==> src/rtl/mux4_pkg.sv <==
// Shared definitions for the 4:1 mux datapath and its round-robin arbiter.
// Holds the requester count, the select encodings and the arbiter state type.
package mux4_pkg;

   localparam int NUM_REQ = 4;
   localparam int SEL_W   = 2;

   typedef enum logic {
      ARB_IDLE = 1'b0,
      ARB_BUSY = 1'b1
   } arb_state_e;

   localparam logic [SEL_W-1:0] SEL_A = 2'd0;
   localparam logic [SEL_W-1:0] SEL_B = 2'd1;
   localparam logic [SEL_W-1:0] SEL_C = 2'd2;
   localparam logic [SEL_W-1:0] SEL_D = 2'd3;

   // Convert a mux select into the matching one-hot grant vector.
   function automatic logic [NUM_REQ-1:0] sel_to_grant(input logic [SEL_W-1:0] s);
      logic [NUM_REQ-1:0] g;
      case (s)
         SEL_A:   g = 4'b0001;
         SEL_B:   g = 4'b0010;
         SEL_C:   g = 4'b0100;
         SEL_D:   g = 4'b1000;
         default: g = 4'b0000;
      endcase
      return g;
   endfunction

endpackage

==> src/rtl/rr_pick4.sv <==
// Combinational rotating-priority picker: returns the first set request
// found when searching upward (mod 4) starting at ptr.
module rr_pick4
   import mux4_pkg::*;
(
   input  logic [NUM_REQ-1:0] req,
   input  logic [SEL_W-1:0]   ptr,
   output logic               found,
   output logic [SEL_W-1:0]   idx
);

   // Walk from the farthest offset back to ptr so the nearest hit overwrites.
   // NOTE: idx gets a default before the loop so no path leaves it unassigned,
   // which is what keeps a combinational block from inferring a latch.
   always_comb begin
      found = |req;
      idx   = ptr;
      for (int k = NUM_REQ - 1; k >= 0; k--) begin
         if (req[ptr + SEL_W'(k)]) begin
            idx = ptr + SEL_W'(k);
         end
      end
   end

endmodule

==> src/rtl/mux4_rr_arbiter.sv <==
// Round-robin arbiter for the shared 4:1 mux: grants one requester per packet,
// drives sel, and steers that requester's data and handshake to the output.
module mux4_rr_arbiter
   import mux4_pkg::*;
#(
   parameter int DATA_W = 8
) (
   input  logic                      clk,
   input  logic                      rst_n,
   input  logic [NUM_REQ-1:0]        req_valid,
   input  logic [NUM_REQ*DATA_W-1:0] req_data,
   input  logic [NUM_REQ-1:0]        req_last,
   output logic [NUM_REQ-1:0]        req_ready,
   output logic                      out_valid,
   output logic [DATA_W-1:0]         out_data,
   output logic                      out_last,
   input  logic                      out_ready,
   output logic [SEL_W-1:0]          sel,
   output logic [NUM_REQ-1:0]        grant,
   output logic                      busy
);

   arb_state_e         state_q;
   arb_state_e         state_d;
   logic [SEL_W-1:0]   ptr;
   logic               pick_found;
   logic [SEL_W-1:0]   pick_idx;
   logic               pkt_done;

   rr_pick4 u_pick (
      .req   (req_valid),
      .ptr   (ptr),
      .found (pick_found),
      .idx   (pick_idx)
   );

   assign pkt_done = (state_q == ARB_BUSY) & out_valid & out_ready & out_last;

   // NOTE: sequential state uses non-blocking assignments so every register
   // samples pre-edge values regardless of statement order.
   always_ff @(posedge clk or negedge rst_n) begin
      if (!rst_n) begin
         state_q <= ARB_IDLE;
      end else begin
         state_q <= state_d;
      end
   end

   always_comb begin
      state_d = state_q;
      case (state_q)
         ARB_IDLE: if (pick_found) state_d = ARB_BUSY;
         ARB_BUSY: if (pkt_done)   state_d = ARB_IDLE;
         default:                  state_d = ARB_IDLE;
      endcase
   end

   // Grant registers; ptr moves only on packet completion, never on a grant.
   always_ff @(posedge clk or negedge rst_n) begin
      if (!rst_n) begin
         ptr   <= SEL_A;
         sel   <= SEL_A;
         grant <= '0;
         busy  <= 1'b0;
      end else if (state_q == ARB_IDLE && pick_found) begin
         sel   <= pick_idx;
         grant <= sel_to_grant(pick_idx);
         busy  <= 1'b1;
      end else if (pkt_done) begin
         ptr   <= sel + 1'b1;
         grant <= '0;
         busy  <= 1'b0;
      end
   end

   // Steering is purely combinational from the registered sel.
   always_comb begin
      out_valid = 1'b0;
      out_data  = '0;
      out_last  = 1'b0;
      req_ready = '0;
      if (state_q == ARB_BUSY) begin
         out_valid      = req_valid[sel];
         out_data       = req_data[int'(sel)*DATA_W +: DATA_W];
         out_last       = req_last[sel];
         req_ready[sel] = out_ready;
      end
   end

   a_grant_onehot : assert property (@(posedge clk) disable iff (!rst_n) $onehot0(grant));
   a_ready_onehot : assert property (@(posedge clk) disable iff (!rst_n) $onehot0(req_ready));
   a_busy_grant   : assert property (@(posedge clk) disable iff (!rst_n) busy == (grant != '0));

endmodule
==> config.mk <==
export PLATFORM = sky130hd
export DESIGN_NAME = mux4_rr_arbiter
export DESIGN_NICKNAME = d
export VERILOG_FILES = /design/src/rtl/mux4_pkg.sv /design/src/rtl/rr_pick4.sv /design/src/rtl/mux4_rr_arbiter.sv
export SDC_FILE = /design/constraint.sdc
export NUM_CORES = 1
export LEC_CHECK = 0
export CORE_ASPECT_RATIO = 0.8
export CORE_MARGIN = 2
export CORE_UTILIZATION = 30
export CTS_CLUSTER_DIAMETER = 30
export DETAILED_ROUTE_END_ITERATION = 16
export MAX_ROUTING_LAYER = met4
export PLACE_DENSITY = 0.71
export SYNTH_ARGS = -nofsm -noshare
export SYNTH_HDL_FRONTEND = slang
export SYNTH_SLANG_ARGS = --single-unit
==> constraint.sdc <==
create_clock -name clk -period 1.9 [get_ports clk]
set_clock_uncertainty 0.15 [all_clocks]
set_input_delay 0.38 -clock clk [delete_from_list [all_inputs] [get_ports clk]]
set_output_delay 0.38 -clock clk [all_outputs]
set_load 0.1 [all_outputs]
==> impl_metrics.env <==
export IMPL_status="finished, violations left"
export IMPL_violations="setup timing"
export IMPL_yosysSeqAreaShare_pct=28.8
export IMPL_tightest_slew_ns=0.436
export IMPL_grt_pass1_vias=977
export IMPL_rr_worst_depth=7
export IMPL_slowest_delay_ns=0.50
export IMPL_synth_main_ff_cell="dfrtp_1"
export IMPL_clock_sinks=10
export IMPL_synth_area_um2=870
export IMPL_fin_ws_ns=-0.306
export IMPL_fin_crit_sh_pct=116
export IMPL_cts_root_buf="clkbuf_4"
export IMPL_hp_class="in2async"
export IMPL_critPathMostFrequentCell="buf_6"
export IMPL_required_ns=1.37
export IMPL_final_hold_viol_count=0
export IMPL_ys_types=28
export IMPL_cp_max_fo=6
export IMPL_antenna_found_initial=0
export IMPL_synth_area_leaders="dfrtp_1, mux4_2, and2_1"
export IMPL_routedWlPerCell_um=14.9
export IMPL_syn_area_per_cell_um2=11.6
export IMPL_worstPathCellList="buf_6, buf_6, mux4_2, and2_4, buf_12"
export IMPL_path_depth=5
export IMPL_slew_viol_final=0
export IMPL_synth_warning_count=0
export IMPL_dp_cells=192
export IMPL_setup_tns_ns=-4.64
export IMPL_n_fill_cell=210
export IMPL_grt_usage_pct=18.3
export IMPL_totalWireLength_mm=2.99
export IMPL_fmax_mhz=453
export IMPL_area_growth_pct=137
export IMPL_rows=17
export IMPL_grt_pass1_wl_mm=4.51
export IMPL_place_hpwl_mm=2.38
export IMPL_vias_per_cell=5.06
export IMPL_syn_inst=75
export IMPL_grt_setup_unrepaired="true"
export IMPL_critical_path_top_delay_family="flip-flops"
export IMPL_path_clk_slew_ns=0.07
export IMPL_synthTopCellsByCount="and2_1, dfrtp_1, mux4_2"
export IMPL_cts_tree="built"
export IMPL_cts_htree_levels=1
export IMPL_setup_viol=22
export IMPL_core_area_um2=2770
export IMPL_final_nets=211
export IMPL_end_kind="output port"
export IMPL_path_class="reg2out"
export IMPL_globalplace_congestion=0.741
export IMPL_finalCoreUtilization_pct=74.5
export IMPL_worstPathArrival_ns=1.68
export IMPL_vias=1017
export IMPL_numPortBuffers=63
export IMPL_drt_pass1_iterations=4
export IMPL_slew_headroom_pct=70.8
export IMPL_worst_path_buf_inv=3
export IMPL_synthArstFlopShare_pct=100
export IMPL_cts_buffers=3
export IMPL_drc=0
export IMPL_drtIter0Drc=22
export IMPL_holdBufCountCts=0
export IMPL_overflow=0
export IMPL_dieWidth_um=64.2
export IMPL_yosysTopAreaCell="dfrtp_1"
export IMPL_die_y_um=52.2
export IMPL_start_kind="flip-flop"
export IMPL_ys_seq_elements=10
export IMPL_synth_edff_count=0
export IMPL_clk_path_buf_depth=2
export IMPL_syn_nets=122
export IMPL_crit_slowest_cell="dfrtp_4"
export IMPL_ant_nets=0
export IMPL_diodes=0
export IMPL_synth_top_area_share_pct=28.8
export IMPL_cap_violations=0
export IMPL_period_needed_ns=2.21
export IMPL_io_pins=64
export IMPL_start_util_pct=31.4
export IMPL_drive_above_1_share_pct=52.8
export IMPL_dieArea_um2=3350
export IMPL_grt_max_degree=12
export IMPL_stdcell_count=201
export IMPL_clk_latency_ns=0.28
[sequential cells by signal, indices dropped and copies added, names as in the netlist]
signal,flops
busy,1
grant,4
ptr,2
sel,2
state_q,1
[through the flow]
stage                     setup slack, ns  cell area (um^2)  hold slack, ns
after floorplan                    -0.216               948         -0.0656
final                              -0.306              2060           0.256
after detailed placement           -0.324              1950           0.384
after CTS                          -0.309              2030           0.267
after global routing               -0.342              2060           0.284
after global placement             -0.308              1950           0.384
[cell families after synthesis]
| kind of cell | share of synthesized area (%) |
|---|---|
| multiplexers | 28.3 |
| buffers and inverters | 3.16 |
| AND/OR/NAND/NOR | 17.1 |
| flip-flops | 28.8 |
| AO/OA/AOI/OAI | 16.8 |
| adder cells (fa/ha/maj) | 5.76 |
[final cells by class]
class | count | area, um^2 | share of cell area [%]
Multi-Input combinational cell | 58 | 663 | 32.2
Timing Repair Buffer | 87 | 1050 | 50.9
Inverter | 4 | 17.5 | 0.850
Tap cell | 38 | 47.5 | 2.31
Sequential cell | 10 | 258 | 12.5
Clock buffer | 4 | 26.3 | 1.28
[metal layers]
metal	GRT usage, %	vias up	wire (um)
met1	21.9	491	1130
li1	-	474	-
met3	4.76	9	196
met4	4.26	0	49
met5	-	-	0
met2	31.6	43	1610
[layout by cell type (no fill, tap or decap), types with 3 or more instances in the layout]
master,instances
a21oi_1,4
and2_4,10
and3_4,3
buf_12,22
buf_4,19
buf_6,4
clkbuf_4,3
clkdlybuf4s50_1,42
dfrtp_1,8
ha_1,3
mux4_2,10
nor2_1,3
[worst paths after layout]
path | from | endpoint | slack [ns]
min in group clk | busy | busy | 0.39
worst min-delay path | rst_n | ptr[0] | 0.26
max in group asynchronous | rst_n | sel[0] | 1.01
worst max register to register | sel[0] | ptr[1] | -0.13
worst min register to register | busy | busy | 0.39
worst max-delay path | sel[0] | out_valid | -0.31
[what timing repair did]
action	in CTS	in global routing
cloned	0	0
setup endpoints to repair	19	23
pin swaps	10	0
setup buffers	4	1
resized for setup	7	6
Power is left out: the tool's default activity adds up to more than one toggle a clock period on the data nets, which glitch-free logic cannot reach.
